### src/rtl/ser_tx_if.sv
// ser_tx_if: handshake and serial-line bundle for the serial transmitter.
// The master side supplies words; the slave side (ser_tx) drives the line.
interface ser_tx_if #(
  parameter int DATA_W = 8
);
  logic [DATA_W-1:0] D;     // word to send
  logic              DV;    // word valid
  logic              RDY;   // transmitter ready to accept
  logic              TXD;   // serial line, idle high
  logic              BUSY;  // frame in progress

  modport master (
    output D,
    output DV,
    input  RDY,
    input  TXD,
    input  BUSY
  );

  modport slave (
    input  D,
    input  DV,
    output RDY,
    output TXD,
    output BUSY
  );
endinterface

### src/rtl/ser_tx.sv
// ser_tx: parallel-to-serial asynchronous transmitter.
// One word per valid/ready handshake is sent as start bit, data LSB first,
// optional parity, then stop bits; every bit cell lasts DIV clocks.
// All outputs are registered, so the start bit appears on the accept edge.
module ser_tx #(
  parameter int DATA_W    = 8,   // data bits per frame (5..9)
  parameter int DIV       = 16,  // clocks per bit cell (>= 2)
  parameter int PARITY    = 0,   // 0 none, 1 even, 2 odd
  parameter int STOP_BITS = 1    // 1 or 2
) (
  input  logic     CK,
  input  logic     CD,
  ser_tx_if.slave  bus
);

  localparam int TW = (DIV > 1) ? $clog2(DIV) : 1;
  localparam int BW = (DATA_W > 1) ? $clog2(DATA_W) : 1;

  localparam logic [TW-1:0] TIMER_LAST = TW'(DIV - 1);
  localparam logic [BW-1:0] BIT_LAST   = BW'(DATA_W - 1);
  localparam logic [BW-1:0] STOP_LAST  = BW'(STOP_BITS - 1);
  localparam logic          HAS_PAR    = (PARITY != 0);
  localparam logic          ODD_PAR    = (PARITY == 2);

  // Illegal configurations are flagged while the design is elaborated.
  if ((PARITY < 0) || (PARITY > 2)) begin : g_bad_parity
    $error("ser_tx: PARITY must be 0, 1 or 2");
  end
  if ((STOP_BITS < 1) || (STOP_BITS > 2)) begin : g_bad_stop
    $error("ser_tx: STOP_BITS must be 1 or 2");
  end
  if ((DATA_W < 5) || (DATA_W > 9)) begin : g_bad_width
    $error("ser_tx: DATA_W must be in 5..9");
  end
  if (DIV < 2) begin : g_bad_div
    $error("ser_tx: DIV must be at least 2");
  end

  typedef enum logic [2:0] {
    S_IDLE  = 3'd0,
    S_START = 3'd1,
    S_DATA  = 3'd2,
    S_PAR   = 3'd3,
    S_STOP  = 3'd4
  } state_t;

  // Parity of a word; odd selects the inverted (odd) sense.
  function automatic logic parity_of(input logic [DATA_W-1:0] word, input logic odd);
    return (^word) ^ odd;
  endfunction

  state_t            state_q, state_d;
  logic [TW-1:0]     timer_q, timer_d;
  logic [BW-1:0]     bit_q,   bit_d;     // data bit index, reused as stop-bit index
  logic [DATA_W-1:0] shift_q, shift_d;   // bit 0 is the data bit on the line
  logic              par_q,   par_d;
  logic              rdy_q,   rdy_d;
  logic              txd_q,   txd_d;
  logic              busy_q,  busy_d;

  logic              accept_s;
  logic              cell_end_s;

  assign accept_s   = bus.DV & rdy_q;
  assign cell_end_s = (timer_q == TIMER_LAST);

  assign bus.RDY  = rdy_q;
  assign bus.TXD  = txd_q;
  assign bus.BUSY = busy_q;

  // Next-state and next-output logic; txd_d is the line level of the cell being entered.
  always_comb begin
    state_d = state_q;
    timer_d = timer_q;
    bit_d   = bit_q;
    shift_d = shift_q;
    par_d   = par_q;
    rdy_d   = rdy_q;
    txd_d   = txd_q;
    busy_d  = busy_q;

    if (state_q == S_IDLE) begin
      timer_d = {TW{1'b0}};
    end else if (cell_end_s) begin
      timer_d = {TW{1'b0}};
    end else begin
      timer_d = timer_q + TW'(1);
    end

    case (state_q)
      S_IDLE: begin
        bit_d  = {BW{1'b0}};
        txd_d  = 1'b1;
        busy_d = 1'b0;
        if (accept_s) begin
          state_d = S_START;
          shift_d = bus.D;
          par_d   = parity_of(bus.D, ODD_PAR);
          rdy_d   = 1'b0;
          txd_d   = 1'b0;
          busy_d  = 1'b1;
        end else begin
          rdy_d   = 1'b1;
        end
      end

      S_START: begin
        if (cell_end_s) begin
          state_d = S_DATA;
          bit_d   = {BW{1'b0}};
          txd_d   = shift_q[0];
        end else begin
          txd_d   = 1'b0;
        end
      end

      S_DATA: begin
        if (cell_end_s) begin
          if (bit_q == BIT_LAST) begin
            bit_d = {BW{1'b0}};
            if (HAS_PAR) begin
              state_d = S_PAR;
              txd_d   = par_q;
            end else begin
              state_d = S_STOP;
              txd_d   = 1'b1;
            end
          end else begin
            bit_d   = bit_q + BW'(1);
            shift_d = {1'b0, shift_q[DATA_W-1:1]};
            txd_d   = shift_q[1];
          end
        end else begin
          txd_d = shift_q[0];
        end
      end

      S_PAR: begin
        if (cell_end_s) begin
          state_d = S_STOP;
          bit_d   = {BW{1'b0}};
          txd_d   = 1'b1;
        end else begin
          txd_d   = par_q;
        end
      end

      S_STOP: begin
        txd_d = 1'b1;
        if (cell_end_s) begin
          if (bit_q == STOP_LAST) begin
            state_d = S_IDLE;
            bit_d   = {BW{1'b0}};
            rdy_d   = 1'b1;
            busy_d  = 1'b0;
          end else begin
            bit_d   = bit_q + BW'(1);
          end
        end else begin
          bit_d = bit_q;
        end
      end

      default: begin
        state_d = S_IDLE;
        timer_d = {TW{1'b0}};
        bit_d   = {BW{1'b0}};
        rdy_d   = 1'b0;
        txd_d   = 1'b1;
        busy_d  = 1'b0;
      end
    endcase
  end

  // State and output registers; reset aborts any frame and holds RDY low.
  always_ff @(posedge CK) begin
    if (CD) begin
      state_q <= S_IDLE;
      timer_q <= {TW{1'b0}};
      bit_q   <= {BW{1'b0}};
      shift_q <= {DATA_W{1'b0}};
      par_q   <= 1'b0;
      rdy_q   <= 1'b0;
      txd_q   <= 1'b1;
      busy_q  <= 1'b0;
    end else begin
      state_q <= state_d;
      timer_q <= timer_d;
      bit_q   <= bit_d;
      shift_q <= shift_d;
      par_q   <= par_d;
      rdy_q   <= rdy_d;
      txd_q   <= txd_d;
      busy_q  <= busy_d;
    end
  end

endmodule
### src/flat_wrapper.sv
// flat-port wrapper written by rule: the top's interface ports become plain ports
module ser_tx_flat 
#(
  parameter int DATA_W    = 8,                                
  parameter int DIV       = 16,                               
  parameter int PARITY    = 0,                           
  parameter int STOP_BITS = 1             
)
  (CK, CD, bus_D, bus_DV, bus_RDY, bus_TXD, bus_BUSY);
  ser_tx_if #(.DATA_W(DATA_W)) bus_i ();
  input  logic CK;
  input  logic CD;
  input wire logic [$bits(bus_i.D)-1:0] bus_D;
  input wire logic [$bits(bus_i.DV)-1:0] bus_DV;
  output wire logic [$bits(bus_i.RDY)-1:0] bus_RDY;
  output wire logic [$bits(bus_i.TXD)-1:0] bus_TXD;
  output wire logic [$bits(bus_i.BUSY)-1:0] bus_BUSY;
  assign bus_i.D = bus_D;
  assign bus_i.DV = bus_DV;
  assign bus_RDY = bus_i.RDY;
  assign bus_TXD = bus_i.TXD;
  assign bus_BUSY = bus_i.BUSY;
  ser_tx #(.DATA_W(DATA_W), .DIV(DIV), .PARITY(PARITY), .STOP_BITS(STOP_BITS)) u_core (.CK(CK), .CD(CD), .bus(bus_i));
endmodule
### config.mk
export PLATFORM = sky130hd
export DESIGN_NAME = ser_tx_flat
export DESIGN_NICKNAME = d
export VERILOG_FILES = /design/src/rtl/ser_tx_if.sv /design/src/rtl/ser_tx.sv /design/src/flat_wrapper.sv
export SDC_FILE = /design/constraint.sdc
export NUM_CORES = 1
export LEC_CHECK = 0
export BUFFER_PORTS_ARGS = -buffer_cell sky130_fd_sc_hd__buf_2
export CAP_MARGIN = 20
export CELL_PAD_IN_SITES_DETAIL_PLACEMENT = 1
export CELL_PAD_IN_SITES_GLOBAL_PLACEMENT = 2
export CORE_MARGIN = 3
export CORE_UTILIZATION = 36
export CTS_CLUSTER_DIAMETER = 50
export DETAILED_ROUTE_END_ITERATION = 8
export PLACE_DENSITY_LB_ADDON = 0.2
export SLEW_MARGIN = 15
export SYNTH_ARGS = -nofsm -noshare
export SYNTH_HDL_FRONTEND = slang
export SYNTH_SLANG_ARGS = --single-unit
### constraint.sdc
create_clock -name CK -period 4.79 [get_ports CK]
set_input_delay 0.2395 -clock CK [delete_from_list [all_inputs] [get_ports CK]]
set_output_delay 0.2395 -clock CK [all_outputs]
set_load 0.005 [all_outputs]
==> implementation parameters, run 1 <==
Parameter                              Value

STA
  Worst clock skew on the final layout ... ~0.015 ns
  RSZ-0062 raised after global routing ... false
  Number of slew-limit violations in the final report ... 0
  Actual slew at the worst max-slew pin ... between 0.6 and 0.7 ns
  Slew margin rel. ... about three fifths
  Max Freq ... about 470 MHz
  Worst Hold Slack ... 0.175 ns
  Count of endpoints failing setup in the final report ... 0
  Number of failing hold endpoints at the final stage ... 0
  Share of the clock period used by the worst path after layout ... 44.8%
  Final critical path time including I/O delays and setup ... around 2.1 ns
  Total negative slack for setup checks ... 0 ns

Placed design
  Placer Congestion ... between 0.7 and 0.8
  HPWL after detailed placement ... between 2 and 2.5 mm
  Port Buf Inserts ... 13

Power
  Switching part of the total ... a little under a quarter
  Power density normalized to cell area ... about 300 mW/mm^2
  P_int ... 0.000301 W
  Total leakage power ... 0.456 nW
  Power spent charging and discharging nets ... 0.0000950 W
  IR drop worst, VDD ... around 0.17 mV
  Power share of the combinational group ... 12.9%
  Share of total power in sequential cells ... between 50 and 60%
  Portion of total power attributed to the clock network ... about 36%

Floorplanning
  Count of standard-cell rows ... 20
  Horizontal die dimension ... about 63 microns
  Starting density of the core ... 38.3%
  Die Y-Extent ... roughly 63 microns
  Area inside the core boundary ... 0.00310 sq mm
  I/O Pins ... 14
  Die ar. ... 0.00402 sq mm

Drt
  Number of vias after detailed routing ... 1012
  DR iter-0 viols ... 37
  Number of optimization iterations in the first detailed-route pass ... 4
  Remaining routing DRC violations ... 0
  Final antenna-violating net count ... 0
  Wire per inst ... ~15 microns
  Routed wire length ... around 2.9 mm
  Avg Vias per Cell ... between 5 and 6

Status
  Run status ... completed

Layout
  Final core utilization ... a little over two fifths
  Most frequent standard cell in the layout excluding fill and tap cells ... dfxtp_1
  Final Net Count ... between 150 and 200
  Syn-to-layout area delta ... 10.6%
  Share of final-layout standard cells stronger than drive strength 1 ... between 10% and 20%
  Antenna diodes ... 0
  Commonest non-fill, non-tap cells in the layout ... 22 x dfxtp_1, 17 x nor2_1, 15 x o21ai_0, 13 x buf_2, 12 x nand2_1

Critical path
  Peak fanout along the critical path ... 14
  Startpoint type of the worst setup path ... flip-flop
  Worst path bufs/invs ... 0
  Arrival time at the worst endpoint ... between 2 and 2.5 ns
  Start of the worst register-to-register path ... u_core.bit_q[0]$_SDFFE_PP0P_
  Required time at the endpoint of the critical path ... between 5 and 6 ns
  Cells traversed along the worst timing path ... ha_1 -> ha_1 -> or4b_4 -> o22ai_4 -> nor2_1 -> a311oi_2
  Cell repeated most along the worst path ... ha_1
  Max stage delay cell, worst path ... or4b_4
  Highest cell delay on the worst timing path ... ~0.52 ns
  Delay-heaviest family, CP ... simple AND/OR/NAND/NOR gates
  Category of the most critical setup path ... reg2reg
  Reg-to-reg critical path endpoint ... u_core.shift_q[6]$_SDFFE_PP0P_
  Worst setup slack for register-to-register paths ... roughly 2.6 ns
  Critical path endpoint category ... flip-flop
  Number of cells on the worst reg-to-reg path ... 6

Synth
  Synthesized area per cell ... approximately 8.5 sq um
  Area fraction of the dominant cell type after synthesis ... a little under two fifths
  Syn nets ... between 150 and 200
  Total standard cell area after synthesis ... around 0.0012 sq mm
  Instance count of the mapped netlist ... approximately 140
  Top cells by area, synth ... dfxtp_1 37%, xnor2_1 6.6%, o21ai_0 6.3%
  Total number of yosys warnings ... 0
  Flop and latch count out of synthesis ... 22
  Number of library cell types mapped by synthesis ... 34
  Top cell type by total area after synthesis ... dfxtp_1
  Seq/Total Area, Yosys ... 37.1%

Clock network
  Number of instances resized during post-cts repair ... 0
  Root buffer cell ... clkbuf_4
  H-tree levels ... 1
  Number of buffers added to fix hold violations after cts ... 0
  CTS buffer count ... 3
  Clock slew at reported path FFs ... about 0.14 ns
  Clock tree from TritonCTS ... built
  Number of buffers inserted to repair setup after CTS ... 0
  Clock Sink Count ... 22
  Clock tree buffer depth ... 2
  Clock insertion delay at the later pin of the skew report ... roughly 0.32 ns

Job
  Max Cap Violations ... 0

GRT
  Maximum number of pins on one net before global-route repair ... 21
  First-pass GRT wire length ... around 5.2 mm
  Congestion Overflow GR ... 0
  Antenna violations before repair ... 0
  Via count of the first global-routing pass ... ~1100
  GRT Overall Usage ... around 16%

Worst hold path
  Worst min-delay path startpoint ... bus_D[7]
  Number of stages on the worst hold path ... 3
  Worst hold endpoint ... u_core.shift_q[7]$_SDFFE_PP0P_
  Worst hold path type ... in2reg
==> power by group through the flow <==
stage | clock [W] | combinational, W | sequential [W]
floorplan | 0 | 0.0000418 | 0.000201
global placement | 0 | 0.0000498 | 0.000205
detailed placement | 0 | 0.0000516 | 0.000205
CTS | 0.000148 | 0.0000518 | 0.000201
global route | 0.000159 | 0.0000578 | 0.000203
finish | 0.000144 | 0.0000510 | 0.000201
==> area by class of cell <==
type | instances | area, sq um
Inverter | 4 | 15.0
Clock inverter | 1 | 30.0
Fill cell | 400 | 1790
Multi-Input combinational cell | 105 | 686
Timing Repair Buffer | 13 | 65.1
Clock buffer | 3 | 22.5
Sequential cell | 22 | 440
Tap cell | 44 | 55.1
==> state kept, by name (all words and copies together), names as in the netlist <==
register	flops
u_core.par_q	1
u_core.shift_q	8
u_core.bit_q	3
u_core.timer_q	4
u_core.bus.BUSY	1
u_core.bus.TXD	1
u_core.bus.RDY	1
u_core.state_q	3
==> metrics by stage <==
stage / power [W] / cell area, sq um / std cells / setup slack [ns]
floorplan: 0.000243 / 1190 / 139 / 2.89
global placement: 0.000255 / 1260 / 188 / 2.79
detailed placement: 0.000257 / 1260 / 188 / 2.70
CTS: 0.000401 / 1310 / 192 / 2.64
global route: 0.000420 / 1310 / 192 / 2.49
finish: 0.000396 / 1310 / 192 / 2.65
==> Yosys cell counts <==
library cell and number:
a211o_1 1, a211oi_1 3, a21boi_0 1, a21oi_1 6
a311oi_1 5, a311oi_2 3, and2_1 1, and3_1 1
and3b_1 1, buf_2 1, buf_6 2, clkbuf_1 5
dfxtp_1 22, ha_1 4, inv_1 4, nand2_1 12
nand2b_1 3, nand3_1 3, nand4bb_1 1, nor2_1 17
nor2b_1 1, nor3_1 2, nor4_1 3, o2111ai_1 1
o211ai_1 2, o21a_1 1, o21ai_0 15, o22ai_4 1
o2bb2ai_1 1, or2_2 1, or3_1 4, or4b_4 1
xnor2_1 9, xor2_1 1
==> routing by layer <==
metal  vias to the layer above  GRT usage, %  routed length, microns
li1                        520             -                       -
met1                       472          21.9                    1400
met2                        18          26.5                    1370
met3                         2          2.50                     102
met4                         0          6.47                      21
met5                         -             0                       0
==> cells by family after synthesis <==
group	Yosys count	share of synthesized area, %
XOR/XNOR	10	7.38
AND/OR/NAND/NOR	51	21.5
buffers and inverters	12	5.16
AO/OA/AOI/OAI	40	24.7
flip-flops	22	37.1
adder cells (fa/ha/maj)	4	4.22
==> worst register-to-register path, cell delays in order (launching register included) <==
cell and delay, ns:
dfxtp_1 0.36, ha_1 0.20, ha_1 0.24, or4b_4 0.52, o22ai_4 0.36, nor2_1 0.11, a311oi_2 0.25
==> worst max path at each step <==
stage / from / to / depth (start not counted)
6_report: u_core.bit_q[0]$_SDFFE_PP0P_ / u_core.shift_q[6]$_SDFFE_PP0P_ / 6
2_1_floorplan: u_core.bit_q[0]$_SDFFE_PP0P_ / u_core.shift_q[4]$_SDFFE_PP0P_ / 7
4_1_cts: u_core.bit_q[0]$_SDFFE_PP0P_ / u_core.shift_q[6]$_SDFFE_PP0P_ / 6
3_5_place_dp: u_core.bit_q[0]$_SDFFE_PP0P_ / u_core.shift_q[6]$_SDFFE_PP0P_ / 6
3_3_place_gp: u_core.bit_q[0]$_SDFFE_PP0P_ / u_core.shift_q[4]$_SDFFE_PP0P_ / 6
5_1_grt: u_core.bit_q[0]$_SDFFE_PP0P_ / u_core.shift_q[6]$_SDFFE_PP0P_ / 6
Power figures use the tool's default switching activity.
==> run 2, diff against run 1 <==
Settings changed: ABC_AREA set to 1, CORE_UTILIZATION 36 to 31.
Clock period 4.79 ns to 1.98 ns, I/O delays scaled along.
==> implementation parameters, run 2 <==
Parameter                              Value

Synth
  Fraction of registers with async set or reset after synthesis ... 0% (unchanged)
  Number of flops mapped to enable cells by yosys ... 0 (unchanged)
  Total standard cell area after synthesis ... 0.00128 sq mm (+7.9%)
  Total number of yosys warnings ... 0 (unchanged)
  Number of library cell types mapped by synthesis ... 23 (-32%)
  Top post-synthesis cells by count ... 53 x nand2_1, 29 x inv_1, 22 x dfxtp_1
  Top cell type by total area after synthesis ... dfxtp_1
  Instance count of the mapped netlist ... 194 (+40%)
  Top_reg_cell synth ... dfxtp_1
  Area fraction of the dominant cell type after synthesis ... 34.4% (-2.7 points)
  Seq/Total Area, Yosys ... 34.4% (-2.7 points)
  Flop and latch count out of synthesis ... 22 (unchanged)
  Leading cell type by number of instances after synthesis ... nand2_1
  Top cells by area, synth ... dfxtp_1 34%, nand2_1 16%, inv_1 8.5%
  Syn nets ... 209 (+36%)
  Synthesized area per cell ... 6.60 sq um (-23%)

Critical path
  Peak fanout along the critical path ... 9 (-5)
  Startpoint type of the worst setup path ... flip-flop
  Category of the most critical setup path ... reg2reg
  Arrival time at the worst endpoint ... 1.70 ns (-0.67 ns)
  Required time at the endpoint of the critical path ... 2.13 ns (-2.88 ns)
  Critical path endpoint category ... flip-flop

GRT
  First-pass GRT wire length ... 5.32 mm (+2.5%)
  GRT Overall Usage ... 13.0% (-3.5 points)
  Antenna violations before repair ... 0 (unchanged)
  Congestion Overflow GR ... 0 (unchanged)
  Maximum number of pins on one net before global-route repair ... 19 (-9.5%)
  Via count of the first global-routing pass ... 1267 (+19%)

Layout
  Number of flip-flops under the largest register name ... 8 (unchanged)
  Syn-to-layout area delta ... 11.5%
  Share of final-layout standard cells stronger than drive strength 1 ... 13.5% (-2.0 points)
  Antenna diodes ... 0 (unchanged)
  Register with the highest flop count ... u_core.shift_q
  Final core utilization ... 37.3% (-5.0 points)
  Fill cell total of the finished layout ... 521 (+30%)
  Largest registers ... u_core.shift_q: 8 flops, u_core.timer_q: 4 flops
  Most frequent standard cell in the layout excluding fill and tap cells ... nand2_1
  Commonest non-fill, non-tap cells in the layout ... 53 x nand2_1, 29 x inv_1, 22 x dfxtp_1, 20 x o21ai_0, 20 x nor2_1
  Final Net Count ... 224 (+37%)

STA
  Worst Hold Slack ... 0.117 ns (-0.0583 ns)
  Number of failing hold endpoints at the final stage ... 0 (unchanged)
  Total negative slack for setup checks ... 0 ns (unchanged)
  Final critical path time including I/O delays and setup ... 1.55 ns (-0.597 ns)
  Final worst setup slack ... 0.434 ns (-2.21 ns)
  Count of endpoints failing setup in the final report ... 0 (unchanged)
  Slew margin rel. ... 78.6% (+19 points)
  RSZ-0062 raised after global routing ... false
  Number of slew-limit violations in the final report ... 0 (unchanged)
  Worst clock skew on the final layout ... 0.00137 ns (-0.0133 ns)
  Actual slew at the worst max-slew pin ... 0.318 ns (-0.285 ns)
  Max Freq ... 647 MHz (+39%)
  Share of the clock period used by the worst path after layout ... 78.1% (+33 points)

Placed design
  Worst slack after detailed placement ... 0.424 ns (-2.28 ns)
  HPWL after detailed placement ... 2.42 mm (+13%)
  Placer Congestion ... 0.805 (+11%)
  Port Buf Inserts ... 13 (unchanged)

Floorplanning
  Horizontal die dimension ... 70.3 microns (+11%)
  Count of standard-cell rows ... 22 (+10%)
  Area inside the core boundary ... 0.00383 sq mm (+23%)
  Die ar. ... 0.00494 sq mm (+23%)
  I/O Pins ... 14 (unchanged)
  Die Y-Extent ... 70.3 microns (+11%)
  Starting density of the core ... 33.5% (-4.8 points)

Job
  Max Cap Violations ... 0 (unchanged)

Power
  Power density normalized to cell area ... 644 mW/mm^2 (+110%)
  Total leakage power ... 0.681 nW (+49%)
  IR drop worst, VDD ... 0.276 mV (+58%)

Drt
  Remaining routing DRC violations ... 0 (unchanged)
  DR iter-0 viols ... 30 (-19%)
  Number of optimization iterations in the first detailed-route pass ... 4 (unchanged)
  Routed wire length ... 2.97 mm (+2.8%)
  Final antenna-violating net count ... 0 (unchanged)
  Number of vias after detailed routing ... 1218 (+20%)
  Wire per inst ... 11.7 microns (-23%)
  Avg Vias per Cell ... 4.78 (-9.4%)

Clock network
  Clock slew at reported path FFs ... 0.08 ns (-0.06 ns)
  Clock insertion delay at the later pin of the skew report ... 0.25 ns (-0.07 ns)
  Root buffer cell ... clkbuf_8
  H-tree levels ... 1 (unchanged)
  Number of buffers inserted to repair setup after CTS ... 0 (unchanged)
  Clock tree buffer depth ... 2 (unchanged)
  CTS buffer count ... 3 (unchanged)
  Number of buffers added to fix hold violations after cts ... 0 (unchanged)
  Clock tree from TritonCTS ... built
  Number of instances resized during post-cts repair ... 0 (unchanged)
  Clock Sink Count ... 22 (unchanged)

Worst hold path
  Worst hold path type ... in2reg

Status
  Run status ... completed
==> run 2: changes by cell type after synthesis, moves of 4 or more <==
cell and delta:
xnor2_1 -8, nand2_1 +41, o21ai_0 +5, inv_1 +25, a21oi_1 +9, nand2_2 +4, or3_1 -4, a311oi_1 -5
nand3_1 +7
==> run 2: path summary, 6_finish.rpt <==
| check | depth (start not counted) | end | slack, ns | start |
|---|---|---|---|---|
| worst max register to register | 6 | u_core.shift_q[4]$_SDFFE_PP0P_ | 0.43 | u_core.timer_q[0]$_SDFF_PP0_ |
| worst min register to register | 1 | u_core.timer_q[0]$_SDFF_PP0_ | 0.46 | u_core.timer_q[0]$_SDFF_PP0_ |
| worst min-delay path | 2 | u_core.bus.RDY$_SDFFE_PP0P_ | 0.12 | CD |
| worst max-delay path | 6 | u_core.shift_q[4]$_SDFFE_PP0P_ | 0.43 | u_core.timer_q[0]$_SDFF_PP0_ |
==> run 2: critical path: stages (launching register included) <==
cell	delay [ns]
dfxtp_1	0.36
ha_1	0.20
nand3_1	0.25
nand2_2	0.28
nand2_4	0.10
o21ai_0	0.18
nor2_1	0.06
==> run 2: cell type report <==
class	count	area, sq um	area share (%)
Clock buffer	3	41.3	2.89
Inverter	30	113	7.88
Multi-Input combinational cell	139	709	49.6
Sequential cell	22	440	30.8
Tap cell	48	60.1	4.20
Timing Repair Buffer	13	65.1	4.55
==> run 2: report_power, final <==
part	total (W)	internal, W	switching [W]
combinational	0.000159	0.0000606	0.0000988
clock	0.000271	0.000135	0.000136
sequential	0.000489	0.000470	0.0000198
total	0.000920	0.000666	0.000255
==> run 2: per-stage QoR <==
step	instance area, sq um	cells	total power, W
final	1430	255	0.000920
after CTS	1430	255	0.000938
after global placement	1390	252	0.000659
after detailed placement	1390	252	0.000662
after floorplan	1280	194	0.000610
after global routing	1430	255	0.000992
==> run 2: kinds of logic (layout without fill, tap and decap cells) <==
kind of cell / after synthesis / after routing / share of synthesized area, %
adder cells (fa/ha/maj): 4 / 4 / 3.91
XOR/XNOR: 2 / 2 / 1.37
AO/OA/AOI/OAI: 39 / 39 / 15.6
flip-flops: 22 / 22 / 34.4
AND/OR/NAND/NOR: 94 / 94 / 34.5
buffers and inverters: 33 / 46 / 10.3
==> run 2: metal layers <==
metal,GRT usage [%],part of all wire [%],up-vias,routed length [microns]
li1,-,-,641,-
met1,15.6,47,563,1400
met2,23.3,49,12,1470
met3,2.16,2.6,2,78
met4,3.83,0.61,0,18
met5,0,0,-,0
